### config.mk
export PLATFORM = sky130hd
export DESIGN_NAME = sprite_frame_controller_flat
export DESIGN_NICKNAME = d
export VERILOG_FILES = /design/src/rtl/sprite_frame_controller_if.sv /design/src/rtl/sprite_frame_controller.sv /design/src/flat_wrapper.sv
export SDC_FILE = /design/constraint.sdc
export NUM_CORES = 1
export LEC_CHECK = 0
export CORE_MARGIN = 2
export CORE_UTILIZATION = 56
export CTS_CLUSTER_DIAMETER = 200
export CTS_CLUSTER_SIZE = 10
export DETAILED_ROUTE_END_ITERATION = 8
export GPL_TIMING_DRIVEN = 0
export MAX_ROUTING_LAYER = met4
export PLACE_DENSITY_LB_ADDON = 0.12
export SKIP_LAST_GASP = 1
export SLEW_MARGIN = 20
export SYNTH_ARGS = -nofsm -noshare
export SYNTH_HDL_FRONTEND = slang
export SYNTH_SLANG_ARGS = --single-unit
### constraint.sdc
create_clock -name clk -period 2.5 [get_ports clk]
set_input_delay 0.625 -clock clk [delete_from_list [all_inputs] [get_ports clk]]
set_output_delay 0.625 -clock clk [all_outputs]
set_load 0.02 [all_outputs]
### src/rtl/sprite_frame_controller_if.sv
// rtl/sprite_frame_controller_if.sv - control/strobe bundle between controller, user inputs and datapath
interface sprite_frame_controller_if;
    logic       go;
    logic       pause;
    logic       done;
    logic       timer;
    logic       cnA;
    logic       cnB;
    logic       cnC;
    logic       cnD;
    logic       Enable;
    logic       plot;
    logic       busy;
    logic [2:0] state_o;

    modport master (
        input  go, pause, done, timer,
        output cnA, cnB, cnC, cnD, Enable, plot, busy, state_o
    );

    modport slave (
        output go, pause, done, timer,
        input  cnA, cnB, cnC, cnD, Enable, plot, busy, state_o
    );
endinterface

### src/rtl/sprite_frame_controller.sv
// rtl/sprite_frame_controller.sv - draw/wait/erase/update sequencer with frame timer and plot enable
module sprite_frame_controller #(
    parameter int FRAME_CYCLES    = 833334,
    parameter int FRAMES_PER_MOVE = 4,
    parameter int CW              = 20
) (
    input  logic                       clk,
    input  logic                       reset,
    sprite_frame_controller_if.master  bus
);
    localparam int FTW = (FRAMES_PER_MOVE > 1) ? $clog2(FRAMES_PER_MOVE) : 1;
    localparam logic [CW-1:0]  FC_LAST = CW'(FRAME_CYCLES - 1);
    localparam logic [FTW-1:0] FT_LAST = FTW'(FRAMES_PER_MOVE - 1);

    typedef enum logic [2:0] {
        S_IDLE   = 3'd0,
        S_DRAW   = 3'd1,
        S_WAIT   = 3'd3,
        S_ERASE  = 3'd4,
        S_UPDATE = 3'd6
    } state_e;

    // Held as raw bits so the unused codes 2/5/7 stay representable and recoverable.
    logic [2:0]     state_q, state_d;
    logic [CW-1:0]  fc_q, fc_d;
    logic [FTW-1:0] ft_q, ft_d;
    logic           enable_q, enable_d;
    logic           plot_q, plot_d;
    logic           count_en;

    always_ff @(posedge clk or posedge reset) begin
        if (reset) begin
            state_q  <= S_IDLE;
            fc_q     <= '0;
            ft_q     <= '0;
            enable_q <= 1'b0;
            plot_q   <= 1'b0;
        end else begin
            state_q  <= state_d;
            fc_q     <= fc_d;
            ft_q     <= ft_d;
            enable_q <= enable_d;
            plot_q   <= plot_d;
        end
    end

    always_comb begin
        state_d  = state_q;
        fc_d     = fc_q;
        ft_d     = ft_q;
        enable_d = 1'b0;
        // The Enable cycle itself does not count; WAIT leaves on the following edge.
        count_en = (state_q == S_WAIT) && bus.timer && !bus.pause && !enable_q;
        plot_d   = ((state_q == S_DRAW) || (state_q == S_ERASE)) && !bus.done;

        case (state_q)
            S_IDLE:   if (bus.go)   state_d = S_DRAW;
            S_DRAW:   if (bus.done) state_d = S_WAIT;
            S_WAIT:   if (enable_q) state_d = S_ERASE;
            S_ERASE:  if (bus.done) state_d = S_UPDATE;
            S_UPDATE: state_d = bus.go ? S_DRAW : S_IDLE;
            default:  state_d = S_IDLE;
        endcase

        if (state_q != S_WAIT) begin
            fc_d = '0;
            ft_d = '0;
        end else if (count_en) begin
            if (fc_q == FC_LAST) begin
                fc_d = '0;
                if (ft_q == FT_LAST) begin
                    enable_d = 1'b1;
                end else begin
                    ft_d = ft_q + 1'b1;
                end
            end else begin
                fc_d = fc_q + 1'b1;
            end
        end
    end

    assign bus.cnA     = (state_q == S_DRAW);
    assign bus.cnB     = (state_q == S_WAIT);
    assign bus.cnC     = (state_q == S_ERASE);
    assign bus.cnD     = (state_q == S_UPDATE);
    assign bus.Enable  = enable_q;
    assign bus.plot    = plot_q;
    assign bus.busy    = (state_q != S_IDLE);
    assign bus.state_o = state_q;
endmodule

### src/flat_wrapper.sv
// flat-port wrapper written by rule: the top's interface ports become plain ports
module sprite_frame_controller_flat 
#(
    parameter int FRAME_CYCLES    = 833334,
    parameter int FRAMES_PER_MOVE = 4,
    parameter int CW              = 20
)
  (clk, reset, bus_go, bus_pause, bus_done, bus_timer, bus_cnA, bus_cnB, bus_cnC, bus_cnD, bus_Enable, bus_plot, bus_busy, bus_state_o);
  sprite_frame_controller_if bus_i ();
  input  logic clk;
  input  logic reset;
  input wire logic [$bits(bus_i.go)-1:0] bus_go;
  input wire logic [$bits(bus_i.pause)-1:0] bus_pause;
  input wire logic [$bits(bus_i.done)-1:0] bus_done;
  input wire logic [$bits(bus_i.timer)-1:0] bus_timer;
  output wire logic [$bits(bus_i.cnA)-1:0] bus_cnA;
  output wire logic [$bits(bus_i.cnB)-1:0] bus_cnB;
  output wire logic [$bits(bus_i.cnC)-1:0] bus_cnC;
  output wire logic [$bits(bus_i.cnD)-1:0] bus_cnD;
  output wire logic [$bits(bus_i.Enable)-1:0] bus_Enable;
  output wire logic [$bits(bus_i.plot)-1:0] bus_plot;
  output wire logic [$bits(bus_i.busy)-1:0] bus_busy;
  output wire logic [$bits(bus_i.state_o)-1:0] bus_state_o;
  assign bus_i.go = bus_go;
  assign bus_i.pause = bus_pause;
  assign bus_i.done = bus_done;
  assign bus_i.timer = bus_timer;
  assign bus_cnA = bus_i.cnA;
  assign bus_cnB = bus_i.cnB;
  assign bus_cnC = bus_i.cnC;
  assign bus_cnD = bus_i.cnD;
  assign bus_Enable = bus_i.Enable;
  assign bus_plot = bus_i.plot;
  assign bus_busy = bus_i.busy;
  assign bus_state_o = bus_i.state_o;
  sprite_frame_controller #(.FRAME_CYCLES(FRAME_CYCLES), .FRAMES_PER_MOVE(FRAMES_PER_MOVE), .CW(CW)) u_core (.clk(clk), .reset(reset), .bus(bus_i));
endmodule
* After elaboration in Yosys (flattened, before gate mapping)
Cells that the tools add are included.
** Storage, ports and cells
- Register bits :: 27
- Input bits :: 6
- Output and inout port bits :: 10
- Logic and storage cells :: 50
** Cells by class
- $add $sub $neg :: 2
- Equal/unequal tests :: 12
- Muxes and demuxes :: 17
- Reductions and logical operators :: 14
** Operator list (count)
- $mux W20 :: 3
- $add A20 B1 Y20 const B :: 1
- $eq A20 B20 Y1 const B :: 1
- $pmux W3 S5 :: 1
- $mux W3 :: 4
- $mux W2 :: 4
- $eq A3 B3 Y1 const B :: 2
- $ne A2 B2 Y1 const B :: 3
- $mux W1 :: 5
- $logic_and A1 B1 Y1 :: 4
- $ne A2 B1 Y1 const B :: 2
- $reduce_and A4 Y1 :: 1
- $reduce_bool A2 Y1 :: 2
- $eq A3 B1 Y1 const B :: 1
- $eq A3 B2 Y1 const B :: 1
- $logic_not A1 Y1 :: 3
- $logic_not A3 Y1 :: 1
- $ne A3 B2 Y1 const B :: 1
- $reduce_and A3 Y1 :: 1
- $reduce_bool A3 Y1 :: 1
- $add A2 B1 Y2 const B :: 1
- $eq A2 B2 Y1 const B :: 1
- $logic_or A1 B1 Y1 :: 1

* Longest topological paths before layout
Gate-level depths: netlist of the first run.
- Word-level depth :: 6
- Gate-level depth with buffers :: 9
- Gate-level depth less buffers :: 7

* Worst setup path after synthesis of the first run
OpenSTA, ideal clock, no wires.
- Path kind :: flip-flop to output port
- From :: register u_core.state_q[1] (netlist: u_core.bus.state_o[1])
- To :: output port bus_cnC
- Data arrival time :: 1.292 ns
- Data required time :: 1.875 ns
- Setup slack :: 0.583 ns
- Cell stages (with the launch flop) :: 3
- Path buffers :: 1
- Path through :: dfrtp_1 > clkbuf_1 > nor3b_1
** Between the ends
- Word-level cells in the longest chain between the ends :: 1
** RTL lines
- from (decl) :: RTL line sprite_frame_controller.sv:24 : logic [2:0] state_q, state_d;
- from (signal assigned) :: RTL line sprite_frame_controller.sv:39 : state_q <= state_d;
- $eq A3 B3 Y1 :: RTL line sprite_frame_controller.sv:84 : assign bus.cnC = (state_q == S_ERASE);
- to (decl) :: RTL line flat_wrapper.sv:18 : output wire logic [$bits(bus_i.cnC)-1:0] bus_cnC;
No other way between the ends.

* Worst setup path in the final report of the first run
Same ends and word-level chain as after synthesis.

==> results.toml, run 1 <==
[placed_design]
pre_cts_ws_ns = 0.0956
gp_congestion = 0.871
dp.cells = 220
dp_hpwl_um = 2520
port_buffers = 15

[clock_network]
htreeDepth = 1
cts_buffer_depth = 2
cts_tree = "done"
cts_buffers = 3
cts.sinks = 27
ctsHoldBuffers = 0
cts.clk_slew.worst_paths_ns = 0.14
insertion_delay_ns = 0.32
cts_root_buf = "clkbuf_4"

[cells_and_area]
num_antenna_cells = 0
final_common_cell = "dfrtp_1"
fin_nets = 203
finalNonFillerCells = 224
multi_input_area_sq_um = 820
regArea_sq_um = 676
final_cell_mix = "dfrtp_1 (27), nand2_1 (18), nor2_1 (15), clkdlybuf4s50_1 (15), nand3_1 (14)"
syn_to_final_growth_pct = 14.2
layout-drive-gt1-share_pct = 7.25
fill_cells = 229
final_util_pct = 66.5

[worst_hold_path]
hold_path_class = "reg2reg"

[logic_synthesis]
synth_area_per_cell_sq_um = 9.07
postSynthCellCount = 174
synth_area_sq_mm = 0.00158
synth-seq-cells = 27
synth_fp_nets = 183
ys_warn_count = 0
synth_edf_count = 0
yosysSeqAreaShare_pct = 42.8
netlist-cell-type-count = 40
async_flop_share_pct = 100
synthFlopType = "dfrtp_1"

[detailed_routing]
wire_per_inst_um = 15.3
routed_wl_um = 3430
antenna_left = 0
viasPerCell = 6.21
vias = 1391
drt_iter0_drc = 71
drc = 0
dr.pass1.iters = 4

[power_and_ir_drop]
power_leakage_nw = 0.753
powerDensity_mw_per_mm2 = 487
vdd_drop_max_mv = 0.376
p_total_mw = 0.878

[floorplan]
fp.dieH_um = 57.1
die-width_um = 57.1
start_util_pct = 58.3
coreArea_sq_mm = 0.00271
rows = 19
io-pin-count = 16
die-area_sq_mm = 0.00326

[global_routing]
grt_pass1_wl_um = 5960
antenna_found_initial = 0
grt_pass1_vias = 1306
grt.total_usage_pct = 23.7
grt_max_degree = 28
overflow = 0

[worst_setup_path]
crit_required_ns = 1.88
cp.arrival_ns = 1.76
cp_slowest_stage_delay_ns = 0.66
r2r_slack_ns = 0.35
start_kind = "flop"
crit_type = "reg2out"
crit_chain = "nor3b_2 > clkdlybuf4s50_1"
critPathBufInv = 1
crit_slowest_cell = "clkdlybuf4s50_1"
critPathMaxFanout = 8
critPathTopFamily = "buffers and inverters"
end_kind = "primary output"

[run]
cap_viol_max_count = 0

[timing]
setup_ws_ns = 0.116
finalCriticalPeriod_ns = 2.38
worstMarginPinSlew_ns = 0.956
drv_slew = 0
tns_ns = 0
slew_headroom_pct = 35.8
setup_viol = 0
fin_crit_sh_pct = 95.4
fin_skew_ns = 0.00563
final-hold-violation-count = 0
rsz0062_at_grt = "no"
fmax_mhz = 419

[outcome]
status = "completed"
## routing by layer
layer,global-route usage [%],wire (um),vias up
met3,3.40,162,5
met5,-,0,-
met2,38.6,1690,32
met1,30.3,1540,678
li1,-,-,676
met4,8.64,38,0
## cells by family (layout without fill, tap and decap cells)
kind of cell             count (synthesis)  after routing  share of synthesized area [%]
multiplexers                             6              6                           3.80
XOR/XNOR                                 1              1                          0.555
AO/OA/AOI/OAI                           40             40                           15.8
AND/OR/NAND/NOR                         81             81                           29.1
adder cells (fa/ha/maj)                  3              3                           2.38
flip-flops                              27             27                           42.8
buffers and inverters                   16             35                           5.63
## metrics by stage
step | hold slack [ns] | cell area (sq um)
after floorplan | 0.451 | 1580
after global placement | 0.475 | 1770
after detailed placement | 0.478 | 1770
after CTS | 0.497 | 1810
after global routing | 0.532 | 1800
final | 0.496 | 1800
## synthesized netlist by cell type (2+ instances only)
cell | number | share of area [%]
dfrtp_1 | 27 | 43
nand2_1 | 18 | 4.3
nor2_1 | 15 | 3.6
nand3_1 | 14 | 4.4
a31oi_1 | 12 | 4.8
inv_1 | 10 | 2.4
a21oi_1 | 8 | 2.5
mux2i_1 | 6 | 3.8
o21ai_0 | 6 | 1.9
and3_1 | 4 | 1.6
nand4_1 | 4 | 1.6
and2_1 | 3 | 1.2
clkbuf_1 | 3 | 0.71
ha_1 | 3 | 2.4
nand2b_1 | 3 | 1.2
nand3b_1 | 3 | 1.4
o22ai_1 | 3 | 1.2
o31ai_1 | 3 | 1.4
a211oi_1 | 2 | 0.95
a22oi_1 | 2 | 0.95
nand4b_1 | 2 | 1.1
nor3_1 | 2 | 0.63
nor3b_1 | 2 | 0.95
nor4_2 | 2 | 1.6
or2b_1 | 2 | 0.95
## cell type report
| cell class | count | area share [%] |
|---|---|---|
| repair buffers | 16 | 8.74 |
| clock buffers | 4 | 1.46 |
| multi-input cells | 131 | 45.5 |
| inverters | 10 | 2.08 |
| flip-flops and latches | 27 | 37.5 |
| plain buffers | 5 | 2.64 |
| well taps | 31 | 2.15 |
## repair_timing
item | 4_1_cts | 5_1_grt
pin swaps | 1 | 0
endpoints found under the setup margin | 2 | 3
resized for setup | 1 | 0
setup buffers | 1 | 0
## power by group
part           total, mW  internal, mW  switching [mW]  leakage (nW)
Combinational      0.188        0.0771           0.111         0.374
Sequential         0.502         0.463          0.0382         0.364
Clock              0.188        0.0625           0.126        0.0150
## path summary, 6_finish.rpt
| path | from | endpoint | depth (start not counted) |
|---|---|---|---|
| setup / recovery | u_core.bus.state_o[1]$_DFFE_PP0P_ | bus_cnC | 2 |
| hold / removal | u_core.fc_q[19]$_DFFE_PP0P_ | u_core.fc_q[19]$_DFFE_PP0P_ | 1 |
| setup reg to reg | u_core.fc_q[0]$_DFFE_PP0P_ | u_core.fc_q[18]$_DFFE_PP0P_ | 6 |
| hold reg to reg | u_core.fc_q[19]$_DFFE_PP0P_ | u_core.fc_q[19]$_DFFE_PP0P_ | 1 |
| max in group asynchronous | reset | u_core.fc_q[7]$_DFFE_PP0P_ | 2 |
| min in group asynchronous | reset | u_core.ft_q[1]$_DFFE_PP0P_ | 2 |
## registers in the layout, summed over array words and instances, names as in the netlist
signal / count
u_core.bus.Enable: 1
u_core.bus.state_o: 3
u_core.bus.plot: 1
u_core.ft_q: 2
u_core.fc_q: 20
Power figures use the tool's default switching activity.
==> inputs of run 2 (changes only) <==
Settings changed: PLACE_DENSITY from default to 0.9, PLACE_DENSITY_LB_ADDON 0.12 to default.
==> results.toml, run 2 (synthesis gave the netlist of run 1 again) <==
[worst_setup_path]
path_depth = 3
startpoint = "u_core.bus.state_o[2]$_DFFE_PP0P_"
r2r_slack_ns = 0.35
critPathBufInv = 1
rr_worst_depth = 6
crit_slowest_cell = "clkdlybuf4s50_1"
critPathMaxFanout = 7
crit_chain = "nand2b_1 > nor2_1 > clkdlybuf4s50_1"
crit_type = "reg2out"
end_kind = "primary output"
r2r-end = "u_core.fc_q[18]$_DFFE_PP0P_"
cp_slowest_stage_delay_ns = 0.63
crit_required_ns = 1.88
start_kind = "flop"
critPathTopFamily = "buffers and inverters"
r2r_start = "u_core.fc_q[0]$_DFFE_PP0P_"
cp.arrival_ns = 1.75
critPathCapture = "bus_cnA"

[cells_and_area]
stdcell_area_sq_mm = 0.00181
largest_register_ffs = 20
fin_nets = 203
regMostFlops = "u_core.fc_q"
final_cell_mix = "dfrtp_1 (27), nand2_1 (18), nor2_1 (15), nand3_1 (14), clkdlybuf4s50_1 (14)"
final_common_cell = "dfrtp_1"
num_antenna_cells = 0
fill_cells = 227
syn_to_final_growth_pct = 14.4
layout-drive-gt1-share_pct = 7.77
final_util_pct = 66.7
multi_input_area_sq_um = 820
regArea_sq_um = 676

[power_and_ir_drop]
p_int_mw = 0.601
vdd_drop_max_mv = 0.408
power_leakage_nw = 0.774
combPwrFrac_pct = 21.5
p_sw_share_pct = 32.7
powerDensity_mw_per_mm2 = 495
clkPwrFrac_pct = 22.1
power_frac_seq_pct = 56.4
p_total_mw = 0.894
switchingPower_mw = 0.293

[detailed_routing]
viasPerCell = 6.47
routed_wl_um = 3650
vias = 1449
drc = 0
drt_iter0_drc = 61
antenna_left = 0
wire_per_inst_um = 16.3
dr.pass1.iters = 5

[clock_network]
cts_root_buf = "clkbuf_4"
cts.sinks = 27
ctsHoldBuffers = 0
cts.clk_slew.worst_paths_ns = 0.15
insertion_delay_ns = 0.34
htreeDepth = 1
cts_buffer_depth = 2
cts_tree = "done"
cts_buffers = 3

[outcome]
status = "completed"

[timing]
timing.hold.ws_ns = 0.493
finalCriticalPeriod_ns = 2.38
slew_headroom_pct = 36.7
worstMarginPinSlew_ns = 0.943
fin_crit_sh_pct = 95.1
drv_slew = 0
fin_skew_ns = 0.0122
setup_viol = 0
tns_ns = 0
rsz0062_at_grt = "no"
fmax_mhz = 420
final-hold-violation-count = 0

[run]
cap_viol_max_count = 0

[placed_design]
gp_congestion = 0.907
dp_hpwl_um = 2660
port_buffers = 15
post_dp_cell_area_sq_mm = 0.00177

[global_routing]
overflow = 0
antenna_found_initial = 0
grt_max_degree = 28
grt.total_usage_pct = 25.4
grt_pass1_vias = 1448
grt_pass1_wl_um = 6300

[floorplan]
rows = 19
die-area_sq_mm = 0.00326
io-pin-count = 16
fp.dieH_um = 57.1
die-width_um = 57.1
coreArea_sq_mm = 0.00271
start_util_pct = 58.3

[worst_hold_path]
worstHoldStart = "u_core.fc_q[19]$_DFFE_PP0P_"
hold_path_class = "reg2reg"
[run 2: cell count changes in the layout (fill, tap and decap cells not counted)]
cell and change:
clkinv_2 +1, clkdlybuf4s50_1 -1, clkbuf_1 -1, dlymetal6s2s_1 +1
[run 2: cell type report]
| class | count | area share, % |
|---|---|---|
| Buffer | 5 | 2.63 |
| Inverter | 10 | 2.08 |
| Sequential cell | 27 | 37.4 |
| Clock buffer | 3 | 1.25 |
| Tap cell | 31 | 2.15 |
| Clock inverter | 1 | 0.277 |
| Timing Repair Buffer | 16 | 8.86 |
| Multi-Input combinational cell | 131 | 45.4 |
[run 2: repair_timing]
action,in CTS,in global routing
resized for setup,1,1
pin swaps,1,0
setup buffers,1,0
endpoints found under the setup margin,2,4
[run 2: worst min path at each step]
| stage | depth (start not counted) | to |
|---|---|---|
| final | 1 | u_core.fc_q[19]$_DFFE_PP0P_ |
| after CTS | 1 | u_core.fc_q[19]$_DFFE_PP0P_ |
| after floorplan | 1 | u_core.fc_q[19]$_DFFE_PP0P_ |
| after detailed placement | 1 | u_core.fc_q[19]$_DFFE_PP0P_ |
| after global placement | 1 | u_core.fc_q[19]$_DFFE_PP0P_ |
| after global routing | 1 | u_core.fc_q[19]$_DFFE_PP0P_ |
[run 2: stage by stage]
step                      setup WS [ns]  std cells
final                             0.122        224
after global routing             0.0344        224
after CTS                        0.0161        225
after detailed placement          0.132        220
after global placement            0.155        220
after floorplan                   0.583        174
[run 2: power by group through the flow]
stage / sequential [mW] / combinational [mW] / clock [mW]
2_1_floorplan: 0.502 / 0.128 / 0
3_3_place_gp: 0.502 / 0.179 / 0
3_5_place_dp: 0.508 / 0.190 / 0
4_1_cts: 0.500 / 0.195 / 0.195
5_1_grt: 0.508 / 0.210 / 0.214
6_report: 0.504 / 0.192 / 0.197
[run 2: metal layers]
metal	GRT usage (%)	share of wire, %	vias up
met2	41.5	50	64
met5	-	0	-
li1	-	-	675
met4	11.0	3.6	0
met3	3.63	7.7	15
met1	31.4	38	695
==> inputs of run 3 (changes only) <==
Settings changed: TNS_END_PERCENT from default to 1.
==> results.toml, run 3 (synthesis gave the netlist of run 1 again) <==
[detailed_routing]
antenna_left = 0
drc = 0
drt_iter0_drc = 64
vias = 1439
wire_per_inst_um = 16.2
viasPerCell = 6.42
dr.pass1.iters = 4
routed_wl_um = 3630

[worst_setup_path]
r2r_start = "u_core.fc_q[0]$_DFFE_PP0P_"
crit_slowest_cell = "clkdlybuf4s50_1"
rr_worst_depth = 6
start_kind = "flop"
startpoint = "u_core.bus.state_o[0]$_DFFE_PP0P_"
critPathMaxFanout = 7
critPathCapture = "bus_cnC"
crit_required_ns = 1.88
critPathTopFamily = "buffers and inverters"
critPathBufInv = 1
end_kind = "primary output"
r2r_slack_ns = 0.35
crit_type = "reg2out"
r2r-end = "u_core.fc_q[18]$_DFFE_PP0P_"
path_depth = 2
cp.arrival_ns = 1.80
cp_slowest_stage_delay_ns = 0.66
crit_chain = "nor3b_2 > clkdlybuf4s50_1"

[timing]
fin_skew_ns = 0.0147
final-hold-violation-count = 0
timing.hold.ws_ns = 0.493
fin_crit_sh_pct = 97.0
fmax_mhz = 413
setup_viol = 0
worstMarginPinSlew_ns = 0.941
drv_slew = 0
rsz0062_at_grt = "no"
slew_headroom_pct = 36.9
finalCriticalPeriod_ns = 2.42

[power_and_ir_drop]
vdd_drop_max_mv = 0.406
powerDensity_mw_per_mm2 = 495
power_leakage_nw = 0.756
p_total_mw = 0.894

[floorplan]
fp.dieH_um = 57.1
die-width_um = 57.1
start_util_pct = 58.3
rows = 19
die-area_sq_mm = 0.00326
coreArea_sq_mm = 0.00271
io-pin-count = 16

[cells_and_area]
final_util_pct = 66.6
largest_register_ffs = 20
stdcell_area_sq_mm = 0.00180
num_antenna_cells = 0
layout-drive-gt1-share_pct = 7.77
fill_cells = 228
syn_to_final_growth_pct = 14.3
final_cell_mix = "dfrtp_1 (27), nand2_1 (18), nor2_1 (15), clkdlybuf4s50_1 (15), nand3_1 (14)"
final_common_cell = "dfrtp_1"
fin_nets = 203
regMostFlops = "u_core.fc_q"

[clock_network]
ctsHoldBuffers = 0
htreeDepth = 1
cts_buffer_depth = 2
cts.clk_slew.worst_paths_ns = 0.16
cts_buffers = 3
cts.sinks = 27
cts_tree = "done"
insertion_delay_ns = 0.34
cts_root_buf = "clkbuf_4"

[global_routing]
overflow = 0
grt_max_degree = 28
grt_pass1_vias = 1437
antenna_found_initial = 0
grt_pass1_wl_um = 6220
grt.total_usage_pct = 25.0

[placed_design]
dp_hpwl_um = 2660
port_buffers = 15
post_dp_cell_area_sq_mm = 0.00177
gp_congestion = 0.907

[run]
cap_viol_max_count = 0

[outcome]
status = "completed"

[worst_hold_path]
hold_path_class = "reg2reg"
## run 3: cell types whose count changed in the layout (fill, tap and decap cells not counted)
cell,previous run,this run
clkdlybuf4s50_1,14,15
dlymetal6s2s_1,1,0
## run 3: layout make-up
class	instances	area, sq um	share of cell area, %
plain buffers	5	47.5	2.64
clock buffers	3	22.5	1.25
clock inverters	1	5.00	0.277
inverters	10	37.5	2.08
multi-input cells	131	820	45.4
flip-flops and latches	27	676	37.4
well taps	31	38.8	2.15
repair buffers	16	158	8.74
## run 3: timing repair
| item | CTS | global route |
|---|---|---|
| setup endpoints to repair | 2 | 4 |
| resized for setup | 0 | 1 |
| pin swaps | 1 | 0 |
| setup buffers | 1 | 0 |
## run 3: power breakdown
part | internal (mW) | switching [mW]
clock | 0.0603 | 0.137
combinational | 0.0770 | 0.115
sequential | 0.464 | 0.0410
## run 3: worst min-delay path by stage
stage / end / from / slack (ns) / depth (start not counted)
finish: u_core.fc_q[19]$_DFFE_PP0P_ / u_core.fc_q[19]$_DFFE_PP0P_ / 0.49 / 1
global route: u_core.fc_q[19]$_DFFE_PP0P_ / u_core.fc_q[19]$_DFFE_PP0P_ / 0.53 / 1
CTS: u_core.fc_q[19]$_DFFE_PP0P_ / u_core.fc_q[19]$_DFFE_PP0P_ / 0.49 / 1
detailed placement: u_core.fc_q[19]$_DFFE_PP0P_ / u_core.fc_q[19]$_DFFE_PP0P_ / 0.47 / 1
global placement: u_core.fc_q[19]$_DFFE_PP0P_ / u_core.fc_q[19]$_DFFE_PP0P_ / 0.47 / 1
floorplan: u_core.fc_q[19]$_DFFE_PP0P_ / u_core.fc_q[19]$_DFFE_PP0P_ / 0.45 / 1
## run 3: routing by layer
metal  share of wire [%]  global-route usage (%)  wire length [um]  vias up
met4                 2.5                    9.97                90        0
met2                  51                    41.2              1860       64
met1                  39                    31.1              1410      691
met3                 7.2                    3.63               260        8
li1                    -                       -                 -      676
met5                   0                       -                 0        -
## run 3: worst reg2reg max path: cells and delay by family, from the launching register on
family                     cells  cell delay (ns)
and+or+nand+nor                5             1.39
DFF                            1             0.47
adders and majority gates      1             0.23
## run 3: stage by stage
step	std cells	TNS (ns)	worst slack, ns
2_1_floorplan	174	0	0.583
3_3_place_gp	220	0	0.155
3_5_place_dp	220	0	0.132
4_1_cts	225	-0.141	-0.141
5_1_grt	224	0	0.0256
6_report	224	0	0.0761
